$ cat src/rtl/mul_add_r2.sv
// rtl/mul_add_r2.sv - sequential radix-2 shift-add multiply-accumulate, res = op1 * op2 + add
// Retires one multiplier bit per clock; used to rebuild dividends from divider results.
module mul_add_r2 #(
  parameter int WIDTH = 8
) (
  input  logic               clk,
  input  logic               rst,
  input  logic               start_i,
  input  logic [WIDTH-1:0]   op1_i,
  input  logic [WIDTH-1:0]   op2_i,
  input  logic [WIDTH-1:0]   add_i,
  output logic               busy_o,
  output logic               done_o,
  output logic [2*WIDTH-1:0] res_o
);

  localparam int CW = $clog2(WIDTH);
  localparam logic [CW-1:0] LAST = CW'(WIDTH - 1);

  typedef enum logic [1:0] {
    IDLE = 2'd0,
    CALC = 2'd1,
    DONE = 2'd2
  } state_t;

  state_t             state_q, state_d;
  logic [CW-1:0]      cnt_q, cnt_d;
  logic [WIDTH-1:0]   mcand_q, mcand_d;
  logic [WIDTH:0]     hi_q, hi_d;
  logic [WIDTH-1:0]   lo_q, lo_d;
  logic [2*WIDTH-1:0] res_q, res_d;

  logic [WIDTH:0]     sum;
  logic [2*WIDTH:0]   shifted;

  // hi stays below 2^WIDTH between steps, so the WIDTH+1 bit sum never overflows
  assign sum     = hi_q + (lo_q[0] ? {1'b0, mcand_q} : '0);
  assign shifted = {sum, lo_q} >> 1;

  always_comb begin
    state_d = state_q;
    cnt_d   = cnt_q;
    mcand_d = mcand_q;
    hi_d    = hi_q;
    lo_d    = lo_q;
    res_d   = res_q;
    unique case (state_q)
      IDLE, DONE: begin
        if (start_i) begin
          state_d = CALC;
          cnt_d   = '0;
          mcand_d = op1_i;
          hi_d    = {1'b0, add_i};
          lo_d    = op2_i;
        end else if (state_q == DONE) begin
          state_d = IDLE;
        end
      end
      CALC: begin
        hi_d = shifted[2*WIDTH:WIDTH];
        lo_d = shifted[WIDTH-1:0];
        if (cnt_q == LAST) begin
          state_d = DONE;
          res_d   = shifted[2*WIDTH-1:0];
        end else begin
          cnt_d = cnt_q + CW'(1);
        end
      end
      default: state_d = IDLE;
    endcase
  end

  always_ff @(posedge clk) begin
    if (rst) begin
      state_q <= IDLE;
      cnt_q   <= '0;
      mcand_q <= '0;
      hi_q    <= '0;
      lo_q    <= '0;
      res_q   <= '0;
    end else begin
      state_q <= state_d;
      cnt_q   <= cnt_d;
      mcand_q <= mcand_d;
      hi_q    <= hi_d;
      lo_q    <= lo_d;
      res_q   <= res_d;
    end
  end

  assign busy_o = (state_q == CALC);
  assign done_o = (state_q == DONE);
  assign res_o  = res_q;

endmodule
$ cat config.mk
export PLATFORM = sky130hd
export DESIGN_NAME = mul_add_r2
export DESIGN_NICKNAME = d
export VERILOG_FILES = /design/src/rtl/mul_add_r2.sv
export SDC_FILE = /design/constraint.sdc
export NUM_CORES = 1
export LEC_CHECK = 0
export CAP_MARGIN = 10
export CORE_UTILIZATION = 54
export DETAILED_ROUTE_END_ITERATION = 10
export PLACE_DENSITY = 0.89
export SETUP_SLACK_MARGIN = 0.02
export SYNTH_ARGS = -nofsm -noshare
export SYNTH_HDL_FRONTEND = slang
export SYNTH_SLANG_ARGS = --single-unit
$ cat constraint.sdc
create_clock -name clk -period 3.2 [get_ports clk]
set_input_delay 0.48 -clock clk [delete_from_list [all_inputs] [get_ports clk]]
set_output_delay 0.48 -clock clk [all_outputs]
set_load 0.01 [all_outputs]
# After elaboration in Yosys (flattened, before gate mapping)
# Cells that the tools add are included.
# totals
output_inout_bits	18
elab_cells	35
regBits	46
in_bits	27
# op_classes
eq_ne	7
n_mux	12
reduce_logical	8
addsub	2
# ops
cell	n
9-bit case mux with 2 select lines	1
8-bit 2-to-1 mux	2
8-bit case mux with 2 select lines	1
9-bit by 8-bit adder with 9-bit output	1
9-bit 2-to-1 mux	1
2-bit AND reduction	4
2-bit 2-to-1 mux	3
3-bit 2-to-1 mux	2
3-bit case mux with 2 select lines	1
2-bit inequality test, second input constant	2
2-bit case mux with 2 select lines	1
3-bit by 1-bit adder with 3-bit output, second input constant	1
3-bit equality test, second input constant	1
3-bit inequality test, second input constant	1
3-bit AND reduction	1
2-bit by 1-bit equality test with 1-bit output, second input constant	1
2-bit equality test, second input constant	1
2-bit zero test	1
2-bit by 1-bit inequality test with 1-bit output, second input constant	1
2-bit nonzero test	1
2-bit OR reduction	1

# Longest topological paths before layout
# depth
ltp_word	4
mapped_depth	8
mapped_depth_nobuf	7

# Least setup slack after synthesis
# No wires, ideal clock.
# synth_path
kind	reg-to-reg
start	register lo_q[0]
end	register hi_q[5]
setup_ns	0.131
path_stages_with_launch	8
period_less_slack_ns	1.998
path_buffers	0
slack_ns	1.202
t_required_ns	3.069
arrival_ns	1.867
cell_sequence	dfxtp_1 > and2_1 > ha_1 > fa_1 > a21o_1 > a221oi_1 > xor2_1 > o22ai_1
# synth_between
elab_chain_len	3
# synth_lines
item	line_no	rtl
start, declared	30	logic [WIDTH-1:0] lo_q, lo_d;
start signal, assigned	86	lo_q <= lo_d;
8-bit 2-to-1 mux	37	assign sum = hi_q + (lo_q[0] ? {1'b0, mcand_q} : '0);
9-bit by 8-bit adder with 9-bit output	37	
9-bit case mux with 2 select lines	47	unique case (state_q)
end signal, assigned	85	hi_q <= hi_d;
end, declared	29	logic [WIDTH:0] hi_q, hi_d;
# Every way passes these cells.
# A chain may end at the register's enable or synchronous reset.

# Worst setup path in the final report
# layout_path
start	register lo_q[0]
end	register res_q[13] (netlist: res_o[13])
# layout_between
elab_chain_len	2
# layout_lines
item	line_no	rtl
8-bit 2-to-1 mux	37	
9-bit by 8-bit adder with 9-bit output	37	
end signal, assigned	87	res_q <= res_d;
end, declared	31	logic [2*WIDTH-1:0] res_q, res_d;
# Every way passes these cells.

==> flow_summary.ini <==
[cells_and_area]
num-fill-cells = 295
drive_gt1_share_pct = 6.71
layout.nets = 335
multi_input_area_sq_mm = 0.00115
final_common_cell = nand2_1
area_growth_pct = 26.3
diodes = 0
finalNonFillerCells = 346
register_area_sq_um = 901
final_cell_mix = 61 x nand2_1, 45 x dfxtp_1, 44 x clkdlybuf4s50_1

[routing]
wl_per_cell_microns = 13.9
drc_errors = 0
ant_nets = 0
dr.pass1.iters = 4
wirelength_microns = 4810
drt_iter0_drc = 194
via_count = 1967
avgViaCountPerCell = 5.68

[sta]
worstMarginPinSlew_ns = 0.781
hold_viol = 0
rsz0062_at_grt = no
period_share_pct = 70.6
setup_viol = 0
final.setup.tns_ns = 0
fmax_mhz = 443
max-slew-margin-rel_pct = 47.9
min_period_ns = 2.26
finClkSkew_ns = 0.0113
slew_viol_final = 0

[logic_synthesis]
synth_edf_count = 0
synth_xor_area_share_pct = 1.24
synth_top_cell_by_area = dfxtp_1
ys_async_sr_fraction_pct = 0
synth_compound_area_share_pct = 19.2
synth-seq-cells = 45
ys_warn_count = 0
synth_cell_type_count = 43
synthSimpleGateAreaFrac_pct = 25.8
synthAdderAreaFrac_pct = 6.82
synth_flop_cell = dfxtp_1
netlist_area_sq_mm = 0.00213
synth_nets = 297
synth.avg_cell_area_sq_um = 8.21
synth-seq-area-share_pct = 42.4
synth_top_family_by_area = simple AND/OR/NAND/NOR gates
yosys-top-cells-area = dfxtp_1 42%, nand2_1 11%, a21oi_1 6.4%
yosys-mux-area-fraction_pct = 0.941
yosys.area.top_type_share_pct = 42.4
synthCells = 259

[floorplanning]
die_h_microns = 64.8
dieArea_sq_mm = 0.00419
core-area_sq_mm = 0.00372
fp-row-count = 22
die_x_microns = 64.8
io_pins = 45
start_util_pct = 57.2

[placement]
hpwlAfterDp_microns = 3310
gp_congestion = 0.913
place_inst = 338
place.port_buffers = 44

[worst_setup_path]
worst_ep_arrival_time_ns = 2.48
cp_max_fo = 9
crit_path_start_kind = flip-flop
crit_path_end_kind = flip-flop
setup.worst_path.class = flip-flop to flip-flop
critPathRequiredTime_ns = 3.42

[job]
drv_cap = 0

[global_route]
antenna_found_initial = 0
grt_pass1_wl_microns = 8180
grt_max_degree = 53
grt.overflow.total = 0
grt_usage_pct = 25.8
grt_pass1_vias = 1816

[power_and_ir_drop]
power_density_mw_per_mm2 = 425
leakage_nw = 1.04
irDropWorstVdd_mv = 0.408

[clock_tree]
hold_buffers = 0
cts_resized = 0
numCtsBuffers = 5
htree_levels = 2
post_cts_buffers = 0
clock_path_buffers = 2
clockRootBuffer = clkbuf_8
clkLatencyLatePin_ns = 0.31
clkSinkCount = 45
clkTransAtPathRegs_ns = 0.10
cts_tree = done

[hold_path]
hold_class = flip-flop to flip-flop

[run_status]
status = finished clean
-- power breakdown --
group / leakage, nW / internal [mW] / switching, mW
clock: 0.0452 / 0.159 / 0.210
combinational: 0.627 / 0.0778 / 0.0874
sequential: 0.367 / 0.587 / 0.0210
-- layout make-up --
| class | count | area share [%] |
|---|---|---|
| Clock inverter | 3 | 0.932 |
| Sequential cell | 45 | 33.5 |
| Tap cell | 48 | 2.24 |
| Inverter | 1 | 0.140 |
| Multi-Input combinational cell | 195 | 42.8 |
| Timing Repair Buffer | 49 | 17.8 |
| Clock buffer | 5 | 2.56 |
-- flip-flops by register name, indices dropped and copies added, names as in the netlist --
register  flops
res_o        16
state_q       2
hi_q          8
cnt_q         3
lo_q          8
mcand_q       8
-- per-layer routing --
metal	vias to the layer above	global-route usage, %	wire length (microns)
met5	-	0	0
met4	0	13.6	102
met3	11	7.57	231
met2	71	38.2	2160
met1	900	33.6	2310
li1	985	-	-
-- cells by family after synthesis --
family,count (synthesis)
XOR/XNOR,3
adder cells (fa/ha/maj),11
flip-flops,45
buffers and inverters,19
AO/OA/AOI/OAI,61
multiplexers,2
AND/OR/NAND/NOR,118
-- final timing paths --
path / slack, ns / endpoint / start / cells past startpoint
max: 0.94 / res_o[13] / lo_q[0] / 7
min: 0.46 / res_o[1] / res_o[1] / 2
max reg2reg: 0.94 / res_o[13] / lo_q[0] / 7
min reg2reg: 0.46 / res_o[1] / res_o[1] / 2
-- Yosys cell counts (all sizes together) (2+ instances only) --
cell	n
nand3	4
nand2	61
and2	9
o22ai	2
dfxtp	45
a21oi	28
a221oi	2
nor3	4
clkbuf	12
or4	3
nand3b	8
nor2b	2
o31ai	2
xor2	2
a311oi	10
mux2i	2
nor2	18
a22oi	2
a211oi	2
a21o	3
o21ai	3
nand2b	5
a31o	2
ha	10
buf	6
-- critical path, stage by stage, from the launching register on --
cell and delay [ns]:
dfxtp_1 0.38, and2_1 0.16, ha_1 0.20, fa_1 0.41, a21o_1 0.22, a221oi_1 0.40, xor2_1 0.16, o31ai_1 0.24
-- metrics by stage --
step	power (mW)	util (%)	instance area [sq um]	hold WS [ns]	setup slack (ns)
4_1_cts	1.14	72.3	2690	0.459	0.962
3_3_place_gp	0.777	69.8	2590	0.441	1.08
2_1_floorplan	0.719	-	2130	0.432	1.20
3_5_place_dp	0.783	69.8	2590	0.446	0.986
5_1_grt	1.20	72.3	2690	0.469	0.744
6_report	1.14	72.3	2690	0.458	0.941
No activity file was read; power rests on OpenSTA's default activity.
==> edit 1, RTL diff (same flow settings) <==
Register the inputs `start_i`, `op1_i`, `op2_i` and `add_i` before use, with the module's reset. The logic sees them one clock later.
--- a/src/rtl/mul_add_r2.sv
+++ b/src/rtl/mul_add_r2.sv
@@ -23,6 +23,25 @@
     DONE = 2'd2
   } state_t;
 
+  logic start_q;
+  logic [WIDTH-1:0] op1_q;
+  logic [WIDTH-1:0] op2_q;
+  logic [WIDTH-1:0] add_q;
+
+  always_ff @(posedge clk) begin
+    if (rst) begin
+      start_q <= '0;
+      op1_q   <= '0;
+      op2_q   <= '0;
+      add_q   <= '0;
+    end else begin
+      start_q <= start_i;
+      op1_q   <= op1_i;
+      op2_q   <= op2_i;
+      add_q   <= add_i;
+    end
+  end
+
   state_t             state_q, state_d;
   logic [CW-1:0]      cnt_q, cnt_d;
   logic [WIDTH-1:0]   mcand_q, mcand_d;
@@ -46,12 +65,12 @@
     res_d   = res_q;
     unique case (state_q)
       IDLE, DONE: begin
-        if (start_i) begin
+        if (start_q) begin
           state_d = CALC;
           cnt_d   = '0;
-          mcand_d = op1_i;
-          hi_d    = {1'b0, add_i};
-          lo_d    = op2_i;
+          mcand_d = op1_q;
+          hi_d    = {1'b0, add_q};
+          lo_d    = op2_q;
         end else if (state_q == DONE) begin
           state_d = IDLE;
         end
Behaviour: not the same (a bounded check fails within 4 cycles, from zero or initial values and one cycle with rst high).
==> edit 1 against the original RTL <==
First-iteration DRC count grew 13%. Sequential share of layout area grew 6.5 points. Synthesized area grew 34%. Power grew 56%. Final area grew 30%. Largest power group unchanged. Count of clock-buffer cells in the layout grew 7. Clock power grew 92%. Largest cell class is now flip-flops and latches. Sequential cell count grew 25. Register-to-register slack gained 0.04 ns. Wire length grew 23%. Combinational power shrank 13%. The flow now finishes with violations (design-rule violations). Global-route usage shrank 2.3 points. Worst setup slack lost 0.021 ns.
==> edit 1: results <==
{
  "fin_nets": 395,
  "drt_iter0_drc": 220,
  "gp_congestion": 0.8724,
  "remaining_drc_errors": 1,
  "r2r_end": "res_o[15]",
  "r2r_setup_slack_ns": 0.98,
  "dpl.hpwl_um": 3848,
  "crit_arrival_ns": 1.80,
  "p_clk_share_pct": 39.8,
  "firstDrtPassIters": 7,
  "pwr-share-seq_pct": 52.2,
  "nFillCells": 388,
  "viasPerCell": 5.368,
  "p_leak_nw": 1.325,
  "grtUsageTotal_pct": 23.43,
  "hold-path-endpoint": "mcand_q[4]",
  "critPathMaxFanout": 29,
  "synthTopCellsByArea": "dfxtp_1, nand2_1, nor2b_1",
  "met3_length_um": 232,
  "clk_latency_ns": 0.35,
  "synth_compound_area_share_pct": 14.70,
  "synth_nets": 357,
  "violations": "design-rule violations",
  "place_ws_ns": 1.021,
  "synth_xor_area_share_pct": 0.9186,
  "route.met2.wl_um": 2959,
  "htreeDepth": 3,
  "maxSlewHeadroom_pct": 37.61,
  "met1_usage_pct": 29.13,
  "grt_use_met2_pct": 38.04,
  "cts_made_buffers": 9,
  "postPlaceCellArea_sq_um": 3298,
  "use_met3_pct": 7.229,
  "ir_worst_vdd_mv": 0.2644,
  "final_cells": 432,
  "clk-power_uw": 709,
  "drive_gt1_share_pct": 7.459,
  "grt_pass1_wl_um": 9646,
  "wl_met1_um": 2637,
  "dp_cells": 416,
  "outcome": "complete, but fails checks",
  "fin_hold_ws_ns": 0.4361
}
-- edit 1: worst max-delay path, stage by stage (launching register included) --
cell and delay, ns:
dfxtp_1 0.33, nand2b_1 0.14, buf_4 0.23, inv_2 0.18, clkdlybuf4s50_1 0.56
-- edit 1: worst max-delay path by stage --
stage / from / slack (ns) / depth (start not counted) / to
final: state_q[1] / 0.92 / 4 / busy_o
after global routing: state_q[1] / 0.83 / 4 / busy_o
after CTS: state_q[1] / 0.93 / 4 / busy_o
after detailed placement: lo_q[0] / 1.02 / 7 / hi_q[7]
after global placement: lo_q[0] / 1.07 / 7 / res_o[15]
after floorplan: lo_q[0] / 1.21 / 7 / hi_q[7]
-- edit 1: layout make-up --
cell class	instances	area (sq um)	share of cell area, %
clock buffers	12	155.1	4.435
repair buffers	47	457.9	13.09
clock inverters	4	45.04	1.288
well taps	70	87.58	2.504
inverters	1	3.754	0.1073
multi-input cells	228	1348	38.52
flip-flops and latches	70	1401	40.06
==> edit 2, RTL diff (same flow settings) <==
Without the edit above. The parameter `WIDTH` goes from 8 to 4.
--- a/src/rtl/mul_add_r2.sv
+++ b/src/rtl/mul_add_r2.sv
@@ -1,7 +1,7 @@
 // rtl/mul_add_r2.sv - sequential radix-2 shift-add multiply-accumulate, res = op1 * op2 + add
 // Retires one multiplier bit per clock; used to rebuild dividends from divider results.
 module mul_add_r2 #(
-  parameter int WIDTH = 8
+  parameter int WIDTH = 4
 ) (
   input  logic               clk,
   input  logic               rst,
Ports: changed (resized add_i, op1_i, op2_i and res_o); port bits go from 45 to 25. The function was not compared with the original's and may differ.
==> edit 2 against the original RTL <==
Highest routed layer unchanged. Sequential cell count decreased by 21. Wire length decreased by 52%. Worst setup slack got worse by 0.095 ns. Synthesized area decreased by 48%. Final area decreased by 49%. Power decreased by 51%. Sequential power decreased by 47%. Largest power group unchanged. Global-route usage decreased by 2.4 points.
==> edit 2: results <==
{
  "outcome": "complete, no violations",
  "clock_sinks": 24,
  "maxSlewHeadroom_pct": 47.14,
  "vias": 976,
  "multiInputGateArea_sq_um": 559.3,
  "crit_arrival_ns": 1.87,
  "grt_pass1_wl_um": 3636,
  "synth.area.mux_share_pct": 0,
  "num-nonclk-buffers": 24,
  "clkbuf_count": 4,
  "drive_gt1_share_pct": 5.096,
  "gp_congestion": 0.8259,
  "min_period_over_period_pct": 73.56,
  "synth_xor_area_share_pct": 0.7874,
  "dpl.hpwl_um": 1690,
  "routedWlPerCell_um": 12.42,
  "postPlaceCellArea_sq_um": 1339,
  "slowest_delay_ns": 0.55,
  "grtUsageTotal_pct": 23.40,
  "synth_compound_area_share_pct": 15.19,
  "finClkSkew_ns": 0.008163,
  "yosysSeqAreaShare_pct": 43.19,
  "hp-start": "mcand_q[3]",
  "r2r_setup_slack_ns": 1.44,
  "worstSetupStartpoint": "state_q[0]",
  "critPathMaxFanout": 16,
  "grt_max_degree": 23,
  "synth_nets": 157,
  "syn_avg_cell_area_sq_um": 8.179,
  "synth_cell_type_count": 30,
  "routed_wirelength_um": 2285,
  "largest_reg_flops": 8,
  "multi_input_gates": 99,
  "cts_made_buffers": 3,
  "ys_top_cells_by_count": "nand2_1, dfxtp_1, a21oi_1, nor2_1",
  "multi_input_area_share_pct": 40.67,
  "cp-endpoint": "busy_o",
  "nNonClkInverters": 6,
  "r2r_end": "hi_q[1]",
  "htreeDepth": 1,
  "clkSlewWorstSetupHoldPaths_ns": 0.13,
  "ir_worst_vdd_mv": 0.2754,
  "dp_cells": 180,
  "cp_top_family": "buffers and inverters",
  "grt_pass1_vias": 869,
  "cpMaxStageDelayCell": "clkdlybuf4s50_1",
  "regArea_sq_um": 480.5,
  "buf_share_pct": 17.47,
  "synth-adder-area-share_pct": 7.424,
  "clockNetworkAreaShare_pct": 2.639,
  "nFillCells": 169
}
## edit 2: cell types whose count changed after synthesis, sizes merged, moves of 4 or more
cell	delta
nand2	-29
inv	+5
and2	-4
nand3b	-6
a311oi	-6
nor2	-7
clkbuf	-10
a21oi	-13
dfxtp	-21
ha	-5
## edit 2: layer usage
layer	routed length [um]	GRT usage, %
met4	33	10.29
met2	1126	39.18
met5	0	0
met1	1025	29.60
met3	100	3.462
## edit 2: where the power goes
part | internal, mW | total (mW) | leakage (nW) | switching [mW]
Sequential | 0.314 | 0.325 | 0.196 | 0.0110
Combinational | 0.0392 | 0.0829 | 0.309 | 0.0437
Clock | 0.0695 | 0.157 | 0.0210 | 0.0871
## edit 2: how the worst min path moves through the flow
stage / to / slack [ns]
after floorplan: mcand_q[0] / 0.43
after global placement: res_o[1] / 0.44
after detailed placement: mcand_q[2] / 0.45
after CTS: mcand_q[2] / 0.47
after global routing: mcand_q[3] / 0.47
final: mcand_q[3] / 0.46
